[config.mk]
export PLATFORM = sky130hd
export DESIGN_NAME = video_frame_sched
export DESIGN_NICKNAME = d
export VERILOG_FILES = /design/src/rtl/video_frame_sched.sv
export SDC_FILE = /design/constraint.sdc
export NUM_CORES = 1
export LEC_CHECK = 0
export ABC_AREA = 1
export CORE_MARGIN = 3
export CORE_UTILIZATION = 52
export DETAILED_ROUTE_END_ITERATION = 8
export HOLD_SLACK_MARGIN = 0.02
export PLACE_DENSITY = 0.76
export SLEW_MARGIN = 20
export SYNTH_ARGS = -nofsm -noshare
export SYNTH_HDL_FRONTEND = slang
export SYNTH_SLANG_ARGS = --single-unit
export TNS_END_PERCENT = 20
[constraint.sdc]
create_clock -name clk -period 1.63 [get_ports clk]
set_clock_uncertainty 0.1 [all_clocks]
set_input_delay 0.2445 -clock clk [delete_from_list [all_inputs] [get_ports clk]]
set_output_delay 0.2445 -clock clk [all_outputs]
set_load 0.005 [all_outputs]
[src/rtl/video_frame_sched.sv]
// video_frame_sched: owns the single-port banked frame store and time-shares it
// between VGA scan-out reads (active video) and a 1-bit pixel write stream
// (blanking). Banks swap at end-of-frame once the write bank is complete.
// Optional feature macro: VFS_REPEAT_STATS_EN adds repeat_cnt_o, a saturating
// count of end-of-frame events seen while the write bank was still filling.
module video_frame_sched #(
  parameter int WIDTH       = 200,
  parameter int HEIGHT      = 150,
  parameter int SCALE_LOG2  = 2,
  parameter int H_ACTIVE    = 800,
  parameter int WHOLE_LINE  = 1056,
  parameter int V_ACTIVE    = 600,
  parameter int WHOLE_FRAME = 628,
  parameter int NUM_BANKS   = 16
) (
  input  logic        clk,
  input  logic        rst_n,
  input  logic        wr_valid_i,
  input  logic        wr_data_i,
  input  logic        wr_sof_i,
  output logic        wr_ready_o,
  output logic [3:0]  mem_bank_o,
  output logic [7:0]  mem_x_o,
  output logic [7:0]  mem_y_o,
  output logic        mem_data_o,
  output logic        mem_we_o,
  input  logic        mem_rdata_i,
  output logic        disp_pixel_o,
  output logic        disp_valid_o,
`ifdef VFS_REPEAT_STATS_EN
  output logic [15:0] repeat_cnt_o,
`endif
  output logic        frame_swap_o
);

  localparam int H_W = $clog2(WHOLE_LINE);
  localparam int V_W = $clog2(WHOLE_FRAME);
  localparam logic [H_W-1:0] H_LAST = H_W'(WHOLE_LINE - 1);
  localparam logic [V_W-1:0] V_LAST = V_W'(WHOLE_FRAME - 1);
  localparam logic [7:0]     X_LAST = 8'(WIDTH - 1);
  localparam logic [7:0]     Y_LAST = 8'(HEIGHT - 1);
  localparam logic [3:0]     B_LAST = 4'(NUM_BANKS - 1);

  typedef enum logic {FILL = 1'b0, FULL = 1'b1} state_e;

  state_e         state_q, state_d;
  logic [H_W-1:0] h_q, h_d;
  logic [V_W-1:0] v_q, v_d;
  logic [3:0]     disp_bank_q, disp_bank_d;
  logic [3:0]     wr_bank_q, wr_bank_d;
  logic [7:0]     wx_q, wx_d;
  logic [7:0]     wy_q, wy_d;
  logic [3:0]     mem_bank_q, mem_bank_d;
  logic [7:0]     mem_x_q, mem_x_d;
  logic [7:0]     mem_y_q, mem_y_d;
  logic           mem_data_q, mem_data_d;
  logic           mem_we_q, mem_we_d;
  logic           act_d1_q, act_d1_d;
  logic           disp_valid_q, disp_valid_d;
  logic           swap_q, swap_d;
`ifdef VFS_REPEAT_STATS_EN
  logic [15:0]    rep_q, rep_d;
`endif

  logic active_s;
  logic accept_s;
  logic eof_s;
  logic last_px_s;

  assign active_s  = (h_q < H_W'(H_ACTIVE)) && (v_q < V_W'(V_ACTIVE));
  assign eof_s     = (h_q == H_LAST) && (v_q == V_LAST);
  assign wr_ready_o = (state_q == FILL) && !active_s;
  assign accept_s  = wr_valid_i && wr_ready_o;
  // A start-of-frame beat always lands on (0,0), so it can never complete the bank.
  assign last_px_s = accept_s && !wr_sof_i && (wx_q == X_LAST) && (wy_q == Y_LAST);

  // Next-state: raster counters, port mux, write pointer and bank-swap FSM.
  always_comb begin
    state_d      = state_q;
    h_d          = h_q;
    v_d          = v_q;
    disp_bank_d  = disp_bank_q;
    wr_bank_d    = wr_bank_q;
    wx_d         = wx_q;
    wy_d         = wy_q;
    mem_bank_d   = mem_bank_q;
    mem_x_d      = mem_x_q;
    mem_y_d      = mem_y_q;
    mem_data_d   = mem_data_q;
    mem_we_d     = 1'b0;
    swap_d       = 1'b0;
    act_d1_d     = active_s;
    disp_valid_d = act_d1_q;
`ifdef VFS_REPEAT_STATS_EN
    rep_d        = rep_q;
`endif

    if (h_q == H_LAST) begin
      h_d = '0;
      if (v_q == V_LAST) begin
        v_d = '0;
      end else begin
        v_d = v_q + 1'b1;
      end
    end else begin
      h_d = h_q + 1'b1;
    end

    // Scan-out owns the port in active video; writes only ever get blanking slots.
    if (active_s) begin
      mem_bank_d = disp_bank_q;
      mem_x_d    = 8'(h_q >> SCALE_LOG2);
      mem_y_d    = 8'(v_q >> SCALE_LOG2);
    end else if (accept_s) begin
      mem_bank_d = wr_bank_q;
      mem_x_d    = wr_sof_i ? 8'd0 : wx_q;
      mem_y_d    = wr_sof_i ? 8'd0 : wy_q;
      mem_data_d = wr_data_i;
      mem_we_d   = 1'b1;
    end else begin
      mem_we_d   = 1'b0;
    end

    if (accept_s) begin
      if (wr_sof_i) begin
        wx_d = 8'd1;
        wy_d = 8'd0;
      end else if (wx_q == X_LAST) begin
        wx_d = 8'd0;
        wy_d = (wy_q == Y_LAST) ? 8'd0 : wy_q + 8'd1;
      end else begin
        wx_d = wx_q + 8'd1;
      end
    end else begin
      wx_d = wx_q;
    end

    case (state_q)
      FILL: begin
        if (last_px_s) begin
          state_d = FULL;
        end else begin
          state_d = FILL;
        end
`ifdef VFS_REPEAT_STATS_EN
        if (eof_s && (rep_q != 16'hFFFF)) begin
          rep_d = rep_q + 16'd1;
        end else begin
          rep_d = rep_q;
        end
`endif
      end
      FULL: begin
        if (eof_s) begin
          state_d     = FILL;
          disp_bank_d = wr_bank_q;
          wr_bank_d   = (wr_bank_q == B_LAST) ? 4'd0 : wr_bank_q + 4'd1;
          swap_d      = 1'b1;
        end else begin
          state_d     = FULL;
        end
      end
      default: state_d = FILL;
    endcase
  end

  // State register bank with asynchronous reset.
  always_ff @(posedge clk or negedge rst_n) begin
    if (!rst_n) begin
      state_q      <= FILL;
      h_q          <= '0;
      v_q          <= '0;
      disp_bank_q  <= 4'd0;
      wr_bank_q    <= 4'd1;
      wx_q         <= 8'd0;
      wy_q         <= 8'd0;
      mem_bank_q   <= 4'd0;
      mem_x_q      <= 8'd0;
      mem_y_q      <= 8'd0;
      mem_data_q   <= 1'b0;
      mem_we_q     <= 1'b0;
      act_d1_q     <= 1'b0;
      disp_valid_q <= 1'b0;
      swap_q       <= 1'b0;
`ifdef VFS_REPEAT_STATS_EN
      rep_q        <= 16'd0;
`endif
    end else begin
      state_q      <= state_d;
      h_q          <= h_d;
      v_q          <= v_d;
      disp_bank_q  <= disp_bank_d;
      wr_bank_q    <= wr_bank_d;
      wx_q         <= wx_d;
      wy_q         <= wy_d;
      mem_bank_q   <= mem_bank_d;
      mem_x_q      <= mem_x_d;
      mem_y_q      <= mem_y_d;
      mem_data_q   <= mem_data_d;
      mem_we_q     <= mem_we_d;
      act_d1_q     <= act_d1_d;
      disp_valid_q <= disp_valid_d;
      swap_q       <= swap_d;
`ifdef VFS_REPEAT_STATS_EN
      rep_q        <= rep_d;
`endif
    end
  end

  assign mem_bank_o   = mem_bank_q;
  assign mem_x_o      = mem_x_q;
  assign mem_y_o      = mem_y_q;
  assign mem_data_o   = mem_data_q;
  assign mem_we_o     = mem_we_q;
  assign disp_valid_o = disp_valid_q;
  // RAM read data arrives aligned with the two-cycle-delayed active flag.
  assign disp_pixel_o = disp_valid_q & mem_rdata_i;
  assign frame_swap_o = swap_q;
`ifdef VFS_REPEAT_STATS_EN
  assign repeat_cnt_o = rep_q;
`endif

endmodule

After elaboration in Yosys (flattened, before gate mapping). Index checks and enable logic that the tools add are counted.

Bitwise operators: 3. Reduce and logical (&&, ||, !) cells: 14. Equality and inequality tests: 5. Add/sub/neg operators: 5. Mux-type cells: 23. $lt $le $gt $ge: 2.

Operator list (number): $mux 8 (11); $add 8x1->8 const B (2); $eq 8x8->1 const B (2); $mux 4 (3); $add 11x1->11 const B (1); $eq 11x11->1 const B (1); $lt 11x10->1 const B (1); $mux 11 (1); $add 10x1->10 const B (1); $eq 10x10->1 const B (1); $lt 10x10->1 const B (1); $mux 10 (1); $logic_and 1x1->1 (7); $mux 1 (6); $reduce_and 2->1 (3); $add 4x1->4 const B (1); $eq 4x4->1 const B (1); $reduce_bool 2->1 (2); $logic_not 1->1 (2); $not 1->1 (2); $pmux 1 s2 (1); $and 1x1->1 (1).

Logic and storage cells: 67. Bits of input ports: 6. Register bits: 71. Output and inout port bits: 26.

Depth between registers and ports, before layout. Gate-level depths: netlist of the first run.

Word-level depth: 10. Mapped depth: 11. Mapped depth without buffers: 9.

Worst setup path after synthesis of the first run. No wires, ideal clock.

Path type: flip-flop to flip-flop. From: register wx_q[0]. To: register wy_q[1]. Arrival time: 1421 ps. Clock period less this slack: 1648 ps. Path slack: -18 ps. Cell stages (with the launch flop): 10. Cell sequence: dfrtp_1 > ha_1 > nand2_1 > nor3_1 > nand2_1 > nand2_1 > nand4_1 > buf_2 > nand2_1 > o21ai_0.

Word-level cells in the longest chain between the ends: 3.

Ends and longest elaborated chain: from (decl) (RTL line 51) `logic [7:0] wx_q, wx_d;`; from (signal assigned) (RTL line 194) `wx_q <= wx_d;`; $eq 8x8->1 (RTL line 128) `end else if (wx_q == X_LAST) begin`; $reduce_bool 2->1 (no line); $reduce_and 2->1 (no line); to (signal assigned) (RTL line 195) `wy_q <= wy_d;`; to (decl) (RTL line 52) `logic [7:0] wy_q, wy_d;`.

No other way between the ends. A chain may end at the register's enable or synchronous reset.

Final worst setup path of the first run.
From: register v_q[8]. To: output wr_ready_o.

Word-level cells in the longest chain between the ends: 4.

Ends and longest elaborated chain: from (decl) (RTL line 48) `logic [V_W-1:0] v_q, v_d;`; from (signal assigned) (RTL line 191) `v_q <= v_d;`; $lt 10x10->1 (RTL line 70) `assign active_s = (h_q < H_W'(H_ACTIVE)) && (v_q < V_W'(V_ACTIVE));`; $logic_and 1x1->1 (RTL line 70); net act_d1_d (RTL line 58) `logic act_d1_q, act_d1_d;`; $logic_not 1->1 (RTL line 72) `assign wr_ready_o = (state_q == FILL) && !active_s;`; $logic_and 1x1->1 (RTL line 72); to (decl) (RTL line 21) `output logic wr_ready_o,`.

The timed path passes the listed nets, and every way through them passes these cells.

==> results.sh, run 1 <==
export IMPL_run_status="finished with violations"
export IMPL_violations="setup timing"
export IMPL_final_cell_count_without_fillers=672
export IMPL_dp_hpwl_um=6450
export IMPL_route_detailed_drc=0
export IMPL_holdCritPathClass="register to register"
export IMPL_groute_usage_overall_pct=22.8
export IMPL_power_frac_clock_pct=40.7
export IMPL_die_width_um=91.3
export IMPL_worst_skew_pair_late_latency_ps=350
export IMPL_leakage_uw=0.00241
export IMPL_synth_ff_latch_count=71
export IMPL_critPathMostFrequentCell="sky130_fd_sc_hd__nor2_2"
export IMPL_preCtsSetupSlack_ps=-169
export IMPL_place_congestion=0.868
export IMPL_final_net_count=583
export IMPL_ir_drop_mv=0.401
export IMPL_postSynthNetCount=495
export IMPL_internal_power_consumption_uw=2370
export IMPL_core_area_um2=6910
export IMPL_wire_per_inst_um=13.1
export IMPL_synth_top_cell_area_share_pct=46.3
export IMPL_ys_async_sr_fraction_pct=100
export IMPL_postSynthCellCount=483
export IMPL_crit_path_start="v_q[8]$_DFFE_PN0N_"
export IMPL_grt_antenna_before_repair=0
export IMPL_r2r_start="v_q[8]$_DFFE_PN0N_"
export IMPL_power_frac_seq_pct=56.6
export IMPL_switching_share_pct=23.7
export IMPL_hold_worst_slack_ps=254
export IMPL_critical_path_startpoint_type="register"
export IMPL_fin_util_pct=71.3
export IMPL_combinationalPowerShare_pct=2.7
export IMPL_route_antenna_remaining_nets=0
export IMPL_post_synth_top_area_cell="sky130_fd_sc_hd__dfrtp_1"
export IMPL_boundaryPins=32
export IMPL_place_detailed_instances=654
export IMPL_layout_min_cycle_time_ps=1770
export IMPL_first_global_vias=3399
export IMPL_initial_utilization_pct=54.7
export IMPL_setup_worst_path_class="register to output pin"
export IMPL_ys_types=31
export IMPL_path_clk_slew_ps=80
export IMPL_chipHeight_um=91.3
export IMPL_endpoint_kind="output pin"
export IMPL_crit_chain="nor2_2 -> nor2_1 -> nor2_2 -> nand3_2 -> inv_2 -> nor2_4 -> buf_2"
export IMPL_final_fill_count=550
export IMPL_critical_path_peak_fanout=3
export IMPL_rsz0062_at_grt="yes"
export IMPL_critical_path_max_stage_delay_ps=390
export IMPL_finalCritPeriodShare_pct=108
export IMPL_yosysMostFrequentCell="sky130_fd_sc_hd__nand2_1"
export IMPL_netSwitchingPower_uw=738
export IMPL_flow_area_growth_from_synthesis_pct=30.3
export IMPL_post_synth_instance_area_um2=3780
export IMPL_drtIter0Drc=168
export IMPL_detailedRoute_firstPassIterationCount=4
export IMPL_design_die_area_um2=8330
export IMPL_synthTopCellsByCount="sky130_fd_sc_hd__nand2_1, sky130_fd_sc_hd__dfrtp_1, sky130_fd_sc_hd__inv_1, sky130_fd_sc_hd__nand3_1, sky130_fd_sc_hd__nor2_1"
export IMPL_rows=30
export IMPL_setup_viol_count_final=31
export IMPL_netlist_top_cells_area="sky130_fd_sc_hd__dfrtp_1, sky130_fd_sc_hd__nand2_1, sky130_fd_sc_hd__nand3_1"
export IMPL_slew_violations=0
export IMPL_setup_total_negative_slack_ps=-1200
export IMPL_critical_path_top_delay_family="simple AND/OR/NAND/NOR gates"
export IMPL_min_delay_start="act_d1_q$_DFF_PN0_"
export IMPL_ys_dominant_reg_cell="sky130_fd_sc_hd__dfrtp_1"
export IMPL_syn_avg_cell_area_um2=7.83
export IMPL_synth_yosys_seq_area_share_pct=47.0
export IMPL_critical_path_n_buffers_inverters=2
export IMPL_drt_vias_per_instance=5.12
export IMPL_number_of_warnings_printed_during_yosys_synthesis=0
export IMPL_synth_enable_flop_cells=0
export IMPL_ctsHtreeMaxLevel=3
export IMPL_num_antenna_cells=0
export IMPL_clock_sinks=71
export IMPL_slew_headroom_pct=74.8
export IMPL_dr_total_vias=3442
export IMPL_cp_max_stage_cell="sky130_fd_sc_hd__dfrtp_1"
export IMPL_finalWorstSetupSlack_ps=-137
export IMPL_finalHoldViolCount=0
export IMPL_critPathArrivalTime_ps=1420
export IMPL_largest_net_degree_at_the_start_of_global_routing=72
export IMPL_p_per_area_nw_per_um2=632
export IMPL_grt_overflow_total=0
export IMPL_cp_required_ps=1290
export IMPL_cts_buffer_depth=2
export IMPL_numCtsBuffers=9
export IMPL_fmax_mhz=566
export IMPL_ctsRootBufferMaster="sky130_fd_sc_hd__clkbuf_8"
export IMPL_drv_cap=0
export IMPL_worst_slew_pin_slew_ps=377
export IMPL_portBuffers=31
export IMPL_post_route_cells_drive_above_1_share_pct=21.9
export IMPL_global_route_wire_length_before_repair_um=15300
export IMPL_route_final_wire_length_um=8830
export IMPL_tritoncts="built"
==> worst register-to-register path: stages, from the launching register on <==
cell,delay [ps]
sky130_fd_sc_hd__dfrtp_1,390
sky130_fd_sc_hd__nor2_2,150
sky130_fd_sc_hd__nor2_1,70
sky130_fd_sc_hd__nor2_2,80
sky130_fd_sc_hd__nand3_2,110
sky130_fd_sc_hd__buf_12,180
sky130_fd_sc_hd__nand3_4,80
sky130_fd_sc_hd__buf_12,170
sky130_fd_sc_hd__nor2_1,60
sky130_fd_sc_hd__nor2_1,140
sky130_fd_sc_hd__nand2_1,70
==> metal layers <==
metal	track usage [%]	wire length [µm]
met4	8.92	125
met5	0	0
met3	3.89	408
met2	39.3	4480
met1	28.4	3820
==> cell type report <==
cell class	count	area, µm²	share of cell area [%]
Sequential cell	71	1780	36.1
Timing Repair Buffer	93	870	17.7
Multi-Input combinational cell	342	1780	36.1
Inverter	54	205	4.17
Clock inverter	6	36.3	0.737
Clock buffer	10	138	2.80
Tap cell	96	120	2.44
==> flip-flops by register name, indices dropped and copies added, names as in the netlist, 4 cells and up <==
register / flops
wr_bank_q: 4
disp_bank_q: 4
h_q: 11
mem_y_o: 8
wx_q: 8
mem_bank_o: 4
v_q: 10
wy_q: 8
mem_x_o: 8
==> cell families after synthesis <==
group                    Yosys count  synth area share [%]
XOR/XNOR                          15                  3.48
flip-flops                        71                  47.0
buffers and inverters             70                  8.57
adder cells (fa/ha/maj)            6                  1.99
AO/OA/AOI/OAI                     46                  6.95
AND/OR/NAND/NOR                  275                  32.0
==> what timing repair did <==
item,in CTS,in global routing
hold buffers,1,0
endpoints found under the hold margin,70,0
setup buffers,1,0
resized for setup,20,24
endpoints found under the setup margin,46,59
cloned,0,0
pin swaps,6,8
==> worst paths after layout <==
kind                                             end  slack [ps]  cells after the start
min reg2reg                   disp_valid_o$_DFF_PN0_         250                      0
max                                       wr_ready_o        -140                      7
max in group asynchronous   wr_bank_q[0]$_DFFE_PN1P_         780                      3
min                           disp_valid_o$_DFF_PN0_         250                      0
max reg2reg                mem_bank_o[3]$_DFFE_PN0P_         -80                     10
min in group asynchronous     mem_y_o[0]$_DFFE_PN0P_         330                      3
==> per-stage QoR <==
| stage | cell area [µm²] | power (µW) |
|---|---|---|
| after global placement | 4610 | 1880 |
| after floorplan | 3780 | 1810 |
| final | 4920 | 3110 |
| after global routing | 4920 | 3190 |
| after detailed placement | 4610 | 1880 |
| after CTS | 4850 | 3120 |
==> power by group through the flow <==
stage | clock network (µW) | logic (µW) | registers [µW]
2_1_floorplan | 0 | 13.1 | 1800
6_report | 1270 | 84.7 | 1760
3_3_place_gp | 0 | 84.2 | 1790
5_1_grt | 1340 | 95.0 | 1760
4_1_cts | 1270 | 86.1 | 1760
3_5_place_dp | 0 | 84.5 | 1790
==> cell usage in the layout, fill, tap and decap left out, types with 2 or more instances in the layout <==
cell / netlist / routed
sky130_fd_sc_hd__ha_1: 6 / 4
sky130_fd_sc_hd__buf_2: 4 / 2
sky130_fd_sc_hd__nor2_2: 5 / 5
sky130_fd_sc_hd__inv_2: 2 / 4
sky130_fd_sc_hd__nor3_1: 9 / 8
sky130_fd_sc_hd__clkbuf_8: 0 / 10
sky130_fd_sc_hd__dfrtp_1: 70 / 70
sky130_fd_sc_hd__o21ai_2: 8 / 8
sky130_fd_sc_hd__nand4_1: 15 / 15
sky130_fd_sc_hd__a21oi_1: 4 / 4
sky130_fd_sc_hd__nand2_1: 160 / 151
sky130_fd_sc_hd__nand3_1: 40 / 39
sky130_fd_sc_hd__nand3_2: 4 / 4
sky130_fd_sc_hd__buf_4: 2 / 50
sky130_fd_sc_hd__clkinv_2: 0 / 4
sky130_fd_sc_hd__clkdlybuf4s50_1: 0 / 28
sky130_fd_sc_hd__buf_12: 0 / 7
sky130_fd_sc_hd__buf_6: 5 / 4
sky130_fd_sc_hd__inv_1: 51 / 48
sky130_fd_sc_hd__nor2_4: 2 / 6
sky130_fd_sc_hd__nand2_2: 2 / 10
sky130_fd_sc_hd__nor2_1: 34 / 30
sky130_fd_sc_hd__o21ai_0: 28 / 25
sky130_fd_sc_hd__nor3_4: 1 / 2
sky130_fd_sc_hd__xor2_1: 14 / 14
sky130_fd_sc_hd__o21ai_1: 5 / 8
No activity file was read; power rests on OpenSTA's default activity.
==> inputs of run 2 (changes only) <==
--- a/config.mk
+++ b/config.mk
@@ -7,10 +7,11 @@
 export LEC_CHECK = 0
 export ABC_AREA = 1
 export CORE_MARGIN = 3
-export CORE_UTILIZATION = 52
+export CORE_UTILIZATION = 45
 export DETAILED_ROUTE_END_ITERATION = 8
+export DONT_BUFFER_PORTS = 1
 export HOLD_SLACK_MARGIN = 0.02
-export PLACE_DENSITY = 0.76
+export SETUP_SLACK_MARGIN = 0.4
 export SLEW_MARGIN = 20
 export SYNTH_ARGS = -nofsm -noshare
 export SYNTH_HDL_FRONTEND = slang
==> results.sh, run 2 (same netlist as run 1, synthesis figures left out) <==
export IMPL_run_status="finished with violations"
export IMPL_violations="hold timing, setup timing"
export IMPL_highest_layer="met4"
export IMPL_numCtsBuffers=9
export IMPL_ctsHtreeMaxLevel=3
export IMPL_critical_path_startpoint_type="register"
export IMPL_slew_violations=0
export IMPL_num_antenna_cells=0
export IMPL_ir_drop_mv=0.362
export IMPL_path_clk_slew_ps=80
export IMPL_regMostFlops="h_q"
export IMPL_dp_hpwl_um=6300
export IMPL_fin_util_pct=60.6
export IMPL_groute_usage_overall_pct=19.9
export IMPL_largest_net_degree_at_the_start_of_global_routing=72
export IMPL_setup_viol_count_final=44
export IMPL_grt_antenna_before_repair=0
export IMPL_portBuffers=0
export IMPL_first_global_vias=3233
export IMPL_post_layout_total_power_uw=3070
export IMPL_setup_total_negative_slack_ps=-3420
export IMPL_hold_worst_slack_ps=-511
export IMPL_rsz0062_at_grt="yes"
export IMPL_global_route_wire_length_before_repair_um=15400
export IMPL_critical_path_peak_fanout=3
export IMPL_setup_worst_path_class="register to output pin"
export IMPL_final_common_cell="sky130_fd_sc_hd__nand2_1"
export IMPL_final_net_count=559
export IMPL_most_common_layout_cells="sky130_fd_sc_hd__nand2_1, sky130_fd_sc_hd__dfrtp_1, sky130_fd_sc_hd__buf_4, sky130_fd_sc_hd__inv_1, sky130_fd_sc_hd__nand3_1"
export IMPL_critPathArrivalTime_ps=1470
export IMPL_final_cell_count_without_fillers=654
export IMPL_core_area_um2=7930
export IMPL_layout_min_cycle_time_ps=1820
export IMPL_fmax_mhz=551
export IMPL_hold_buffers=2
export IMPL_largest_register_ff_count=11
export IMPL_crit_chain="nor2_4 -> nor2_2 -> nor2_2 -> nand3_4 -> buf_12 -> clkinvlp_4 -> nor2_4"
export IMPL_p_per_area_nw_per_um2=638
export IMPL_finalHoldViolCount=71
export IMPL_design_die_area_um2=9540
export IMPL_cp_required_ps=1290
export IMPL_slew_headroom_pct=81.0
export IMPL_drt_vias_per_instance=5.02
export IMPL_finalCritPeriodShare_pct=111
export IMPL_holdCritPathClass="input port to asynchronous set/reset pin"
export IMPL_top_regs="h_q: 11 flops, v_q: 10 flops"
export IMPL_ctsRootBufferMaster="sky130_fd_sc_hd__clkbuf_8"
export IMPL_finalWorstSetupSlack_ps=-186
export IMPL_seqCellArea_um2=1780
export IMPL_multi_input_comb_area_um2=1890
export IMPL_detailroute_wirelength_met3_um=499
export IMPL_grt_overflow_total=0
export IMPL_cp_max_stage_cell="sky130_fd_sc_hd__dfrtp_1"
export IMPL_place_detailed_instances=621
export IMPL_drtIter0Drc=136
export IMPL_initial_utilization_pct=47.7
export IMPL_tritoncts="built"
export IMPL_route_detailed_drc=0
export IMPL_design_area_um2=4800
export IMPL_die_width_um=97.7
export IMPL_worst_slew_pin_slew_ps=283
export IMPL_endpoint_kind="output pin"
export IMPL_worst_skew_pair_late_latency_ps=340
export IMPL_detailedRoute_firstPassIterationCount=5
export IMPL_route_final_wire_length_um=9170
export IMPL_critical_path_top_delay_family="simple AND/OR/NAND/NOR gates"
export IMPL_place_congestion=0.869
export IMPL_routedLengthMet1_um=4120
export IMPL_critical_path_n_buffers_inverters=2
export IMPL_chipHeight_um=97.7
export IMPL_final_fill_count=708
export IMPL_leakage_uw=0.00237
export IMPL_critical_path_max_stage_delay_ps=410
export IMPL_met2RoutedLength_um=4350
export IMPL_route_antenna_remaining_nets=0
export IMPL_dpl_cell_area_um2=4270
export IMPL_drv_cap=0
export IMPL_cts_buffer_depth=2
export IMPL_boundaryPins=32
export IMPL_post_route_cells_drive_above_1_share_pct=25.9
export IMPL_wire_per_inst_um=14.0
export IMPL_rows=32
export IMPL_flow_area_growth_from_synthesis_pct=27.1
export IMPL_dr_total_vias=3285
export IMPL_clock_sinks=71
run 2: final timing paths:
check                      slack, ps                from  cells after the start                       end
max in group asynchronous       1750               rst_n                      0  wr_bank_q[0]$_DFFE_PN1P_
hold / removal                  -510               rst_n                      0        v_q[3]$_DFFE_PN0N_
setup / recovery                -190  v_q[8]$_DFFE_PN0N_                      7                wr_ready_o
hold reg to reg                  270  act_d1_q$_DFF_PN0_                      0    disp_valid_o$_DFF_PN0_
setup reg to reg                -160  v_q[8]$_DFFE_PN0N_                     10    mem_y_o[1]$_DFFE_PN0P_
min in group clk                 140          wr_valid_i                      3       wx_q[1]$_DFFE_PN0P_
run 2: through the flow:
step                      setup WS (ps)  hold WS (ps)
after floorplan                    37.1          -151
after global placement            -86.8          -149
after detailed placement          -92.9          -149
after CTS                          -168          -524
after global routing               -275          -537
final                              -186          -511
run 2: where the power goes:
group	switching, µW	internal, µW
logic	17.2	7.07
clock network	643	638
registers	0	1760
total	660	2410
run 2: area by class of cell:
class	count	share of cell area, %
Multi-Input combinational cell	342	39.3
Tap cell	102	2.66
Inverter	54	4.35
Clock buffer	15	3.46
Clock inverter	1	0.104
Sequential cell	71	37.0
Timing Repair Buffer	69	13.1
run 2: routing by layer:
layer / vias up / global-route usage [%]
li1: 1659 / -
met1: 1525 / 25.6
met2: 79 / 32.7
met3: 22 / 4.81
met4: 0 / 6.92
met5: - / 0
run 2: what timing repair did:
item                       in CTS  in global routing
gates cloned                    2                  1
gates resized for setup        39                 28
setup endpoints to repair      70                 71
setup buffers                   9                  3
hold endpoints to repair       79                 71
pin swaps                      16                 19
==> inputs of run 3 (changes only) <==
--- a/config.mk
+++ b/config.mk
@@ -16,4 +16,3 @@
 export SYNTH_ARGS = -nofsm -noshare
 export SYNTH_HDL_FRONTEND = slang
 export SYNTH_SLANG_ARGS = --single-unit
-export TNS_END_PERCENT = 20
==> results.sh, run 3 (same netlist as run 1, synthesis figures left out) <==
export IMPL_violations="hold timing, setup timing"
export IMPL_initial_utilization_pct=47.7
export IMPL_setup_worst_path_class="register to output pin"
export IMPL_holdCritPathClass="input port to asynchronous set/reset pin"
export IMPL_largest_net_degree_at_the_start_of_global_routing=72
export IMPL_final_common_cell="sky130_fd_sc_hd__nand2_1"
export IMPL_hold_buffers=2
export IMPL_ctsRootBufferMaster="sky130_fd_sc_hd__clkbuf_8"
export IMPL_route_final_wire_length_um=9370
export IMPL_final_cell_count_without_fillers=661
export IMPL_critical_path_startpoint_type="register"
export IMPL_drt_vias_per_instance=5.05
export IMPL_worst_skew_pair_late_latency_ps=340
export IMPL_multi_input_comb_area_um2=1940
export IMPL_cp_required_ps=1290
export IMPL_fmax_mhz=567
export IMPL_finalWorstSetupSlack_ps=-133
export IMPL_cts_buffer_depth=2
export IMPL_wire_per_inst_um=14.2
export IMPL_fin_util_pct=62.9
export IMPL_worst_r2r_cell_count=10
export IMPL_clock_sinks=71
export IMPL_ff2ff_setup_slack_ps=-120
export IMPL_place_detailed_instances=619
export IMPL_dp_hpwl_um=6410
export IMPL_drv_cap=0
export IMPL_p_per_area_nw_per_um2=613
export IMPL_groute_usage_overall_pct=20.4
export IMPL_regToRegEndpoint="v_q[4]$_DFFE_PN0N_"
export IMPL_run_status="finished with violations"
export IMPL_design_die_area_um2=9540
export IMPL_most_common_layout_cells="sky130_fd_sc_hd__nand2_1, sky130_fd_sc_hd__dfrtp_1, sky130_fd_sc_hd__buf_4, sky130_fd_sc_hd__inv_1, sky130_fd_sc_hd__nand3_1"
export IMPL_critical_path_peak_fanout=3
export IMPL_finalHoldViolCount=71
export IMPL_path_clk_slew_ps=80
export IMPL_post_route_cells_drive_above_1_share_pct=28.8
export IMPL_portBuffers=0
export IMPL_dr_total_vias=3336
export IMPL_detailedRoute_firstPassIterationCount=5
export IMPL_cp_max_stage_cell="sky130_fd_sc_hd__dfrtp_1"
export IMPL_endpoint_kind="output pin"
export IMPL_preCtsSetupSlack_ps=-77.0
export IMPL_grt_overflow_total=0
export IMPL_regMostFlops="h_q"
export IMPL_flow_area_growth_from_synthesis_pct=31.9
export IMPL_r2r_start="v_q[7]$_DFFE_PN0N_"
export IMPL_drtIter0Drc=120
export IMPL_first_global_vias=3244
export IMPL_ctsHtreeMaxLevel=3
export IMPL_rsz0062_at_grt="yes"
export IMPL_slew_headroom_pct=81.4
export IMPL_final_fill_count=682
export IMPL_critPathArrivalTime_ps=1420
export IMPL_ir_drop_mv=0.387
export IMPL_die_width_um=97.7
export IMPL_final_net_count=566
export IMPL_boundaryPins=32
export IMPL_core_area_um2=7930
export IMPL_critical_path_top_delay_family="simple AND/OR/NAND/NOR gates"
export IMPL_slew_violations=0
export IMPL_chipHeight_um=97.7
export IMPL_place_congestion=0.882
export IMPL_largest_register_ff_count=11
export IMPL_critical_path_max_stage_delay_ps=410
export IMPL_global_route_wire_length_before_repair_um=15800
export IMPL_seqCellArea_um2=1780
export IMPL_crit_chain="nor2_4 -> nor2_2 -> nor2_2 -> nand3_4 -> buf_6 -> inv_6 -> nor2_4"
export IMPL_route_antenna_remaining_nets=0
export IMPL_leakage_uw=0.00245
export IMPL_critical_path_n_buffers_inverters=2
export IMPL_grt_antenna_before_repair=0
export IMPL_hold_worst_slack_ps=-505
export IMPL_cp_capture_point="wr_ready_o"
export IMPL_top_regs="h_q: 11 flops, v_q: 10 flops"
export IMPL_numCtsBuffers=9
export IMPL_finalCritPeriodShare_pct=108
export IMPL_num_antenna_cells=0
export IMPL_crit_cells=7
export IMPL_crit_path_start="v_q[7]$_DFFE_PN0N_"
export IMPL_route_detailed_drc=0
export IMPL_setup_viol_count_final=48
export IMPL_rows=32
export IMPL_layout_min_cycle_time_ps=1760
export IMPL_tritoncts="built"
export IMPL_worst_slew_pin_slew_ps=276
## run 3: cell count changes in the layout (fill, tap and decap cells not counted), moves of 4 or more
cell	change
sky130_fd_sc_hd__buf_4	-4
sky130_fd_sc_hd__buf_6	+8
sky130_fd_sc_hd__nand2_1	-8
sky130_fd_sc_hd__nand2_2	+7
sky130_fd_sc_hd__o21ai_1	+6
sky130_fd_sc_hd__o21ai_2	-5
## run 3: worst reg2reg max path: stages (launching register included)
cell                      delay (ps)
sky130_fd_sc_hd__dfrtp_1         410
sky130_fd_sc_hd__nor2_4          160
sky130_fd_sc_hd__buf_4           130
sky130_fd_sc_hd__buf_6            80
sky130_fd_sc_hd__nand4_1         140
sky130_fd_sc_hd__nor2_4          210
sky130_fd_sc_hd__buf_12          140
sky130_fd_sc_hd__nand2_8          60
sky130_fd_sc_hd__nand2_2          50
sky130_fd_sc_hd__nand2_1          40
sky130_fd_sc_hd__and2_1          120
## run 3: per-layer routing
layer	share of wire, %	wire [µm]	global-route usage (%)	up-vias
met2	50	4670	33.7	68
met1	45	4220	27.5	1573
met3	4.1	382	3.52	8
met5	0	0	0	-
li1	-	-	-	1687
met4	1.0	98	6.07	0
## run 3: area by class of cell
| cell class | instances | share of cell area [%] |
|---|---|---|
| clock buffer | 12 | 3.11 |
| clock inverter | 4 | 0.401 |
| inverter | 54 | 4.32 |
| multi-input combinational | 342 | 38.9 |
| sequential | 71 | 35.7 |
| tap | 102 | 2.56 |
| timing repair buffer | 76 | 15.1 |
## run 3: what timing repair did
action,in CTS,in global routing
gates resized for setup,37,38
pin swaps,18,16
setup endpoints to repair,71,71
gates cloned,1,1
hold endpoints to repair,79,71
setup buffers,10,12
## run 3: per-stage QoR
stage	instance area [µm²]	power, µW	setup TNS [ps]
finish	4990	3060	-2770
global route	4990	3190	-8920
CTS	4770	3090	-2630
detailed placement	4330	1810	-974
global placement	4330	1810	-248
floorplan	3890	1810	0
## run 3: how the worst min path moves through the flow
stage / from / end / slack, ps / cells after the start
2_1_floorplan: rst_n / act_d1_q$_DFF_PN0_ / -150 / 0
3_3_place_gp: rst_n / mem_y_o[2]$_DFFE_PN0P_ / -150 / 0
3_5_place_dp: rst_n / mem_y_o[2]$_DFFE_PN0P_ / -150 / 0
4_1_cts: rst_n / v_q[0]$_DFFE_PN0N_ / -520 / 0
5_1_grt: rst_n / h_q[3]$_DFF_PN0_ / -530 / 0
6_report: rst_n / disp_bank_q[2]$_DFFE_PN0P_ / -500 / 0
## run 3: report_power, final
group	internal (µW)	leakage (µW)	switching (µW)
sequential	1760	0.000941	0
clock	626	0.0000959	642
combinational	8.77	0.00141	18.0
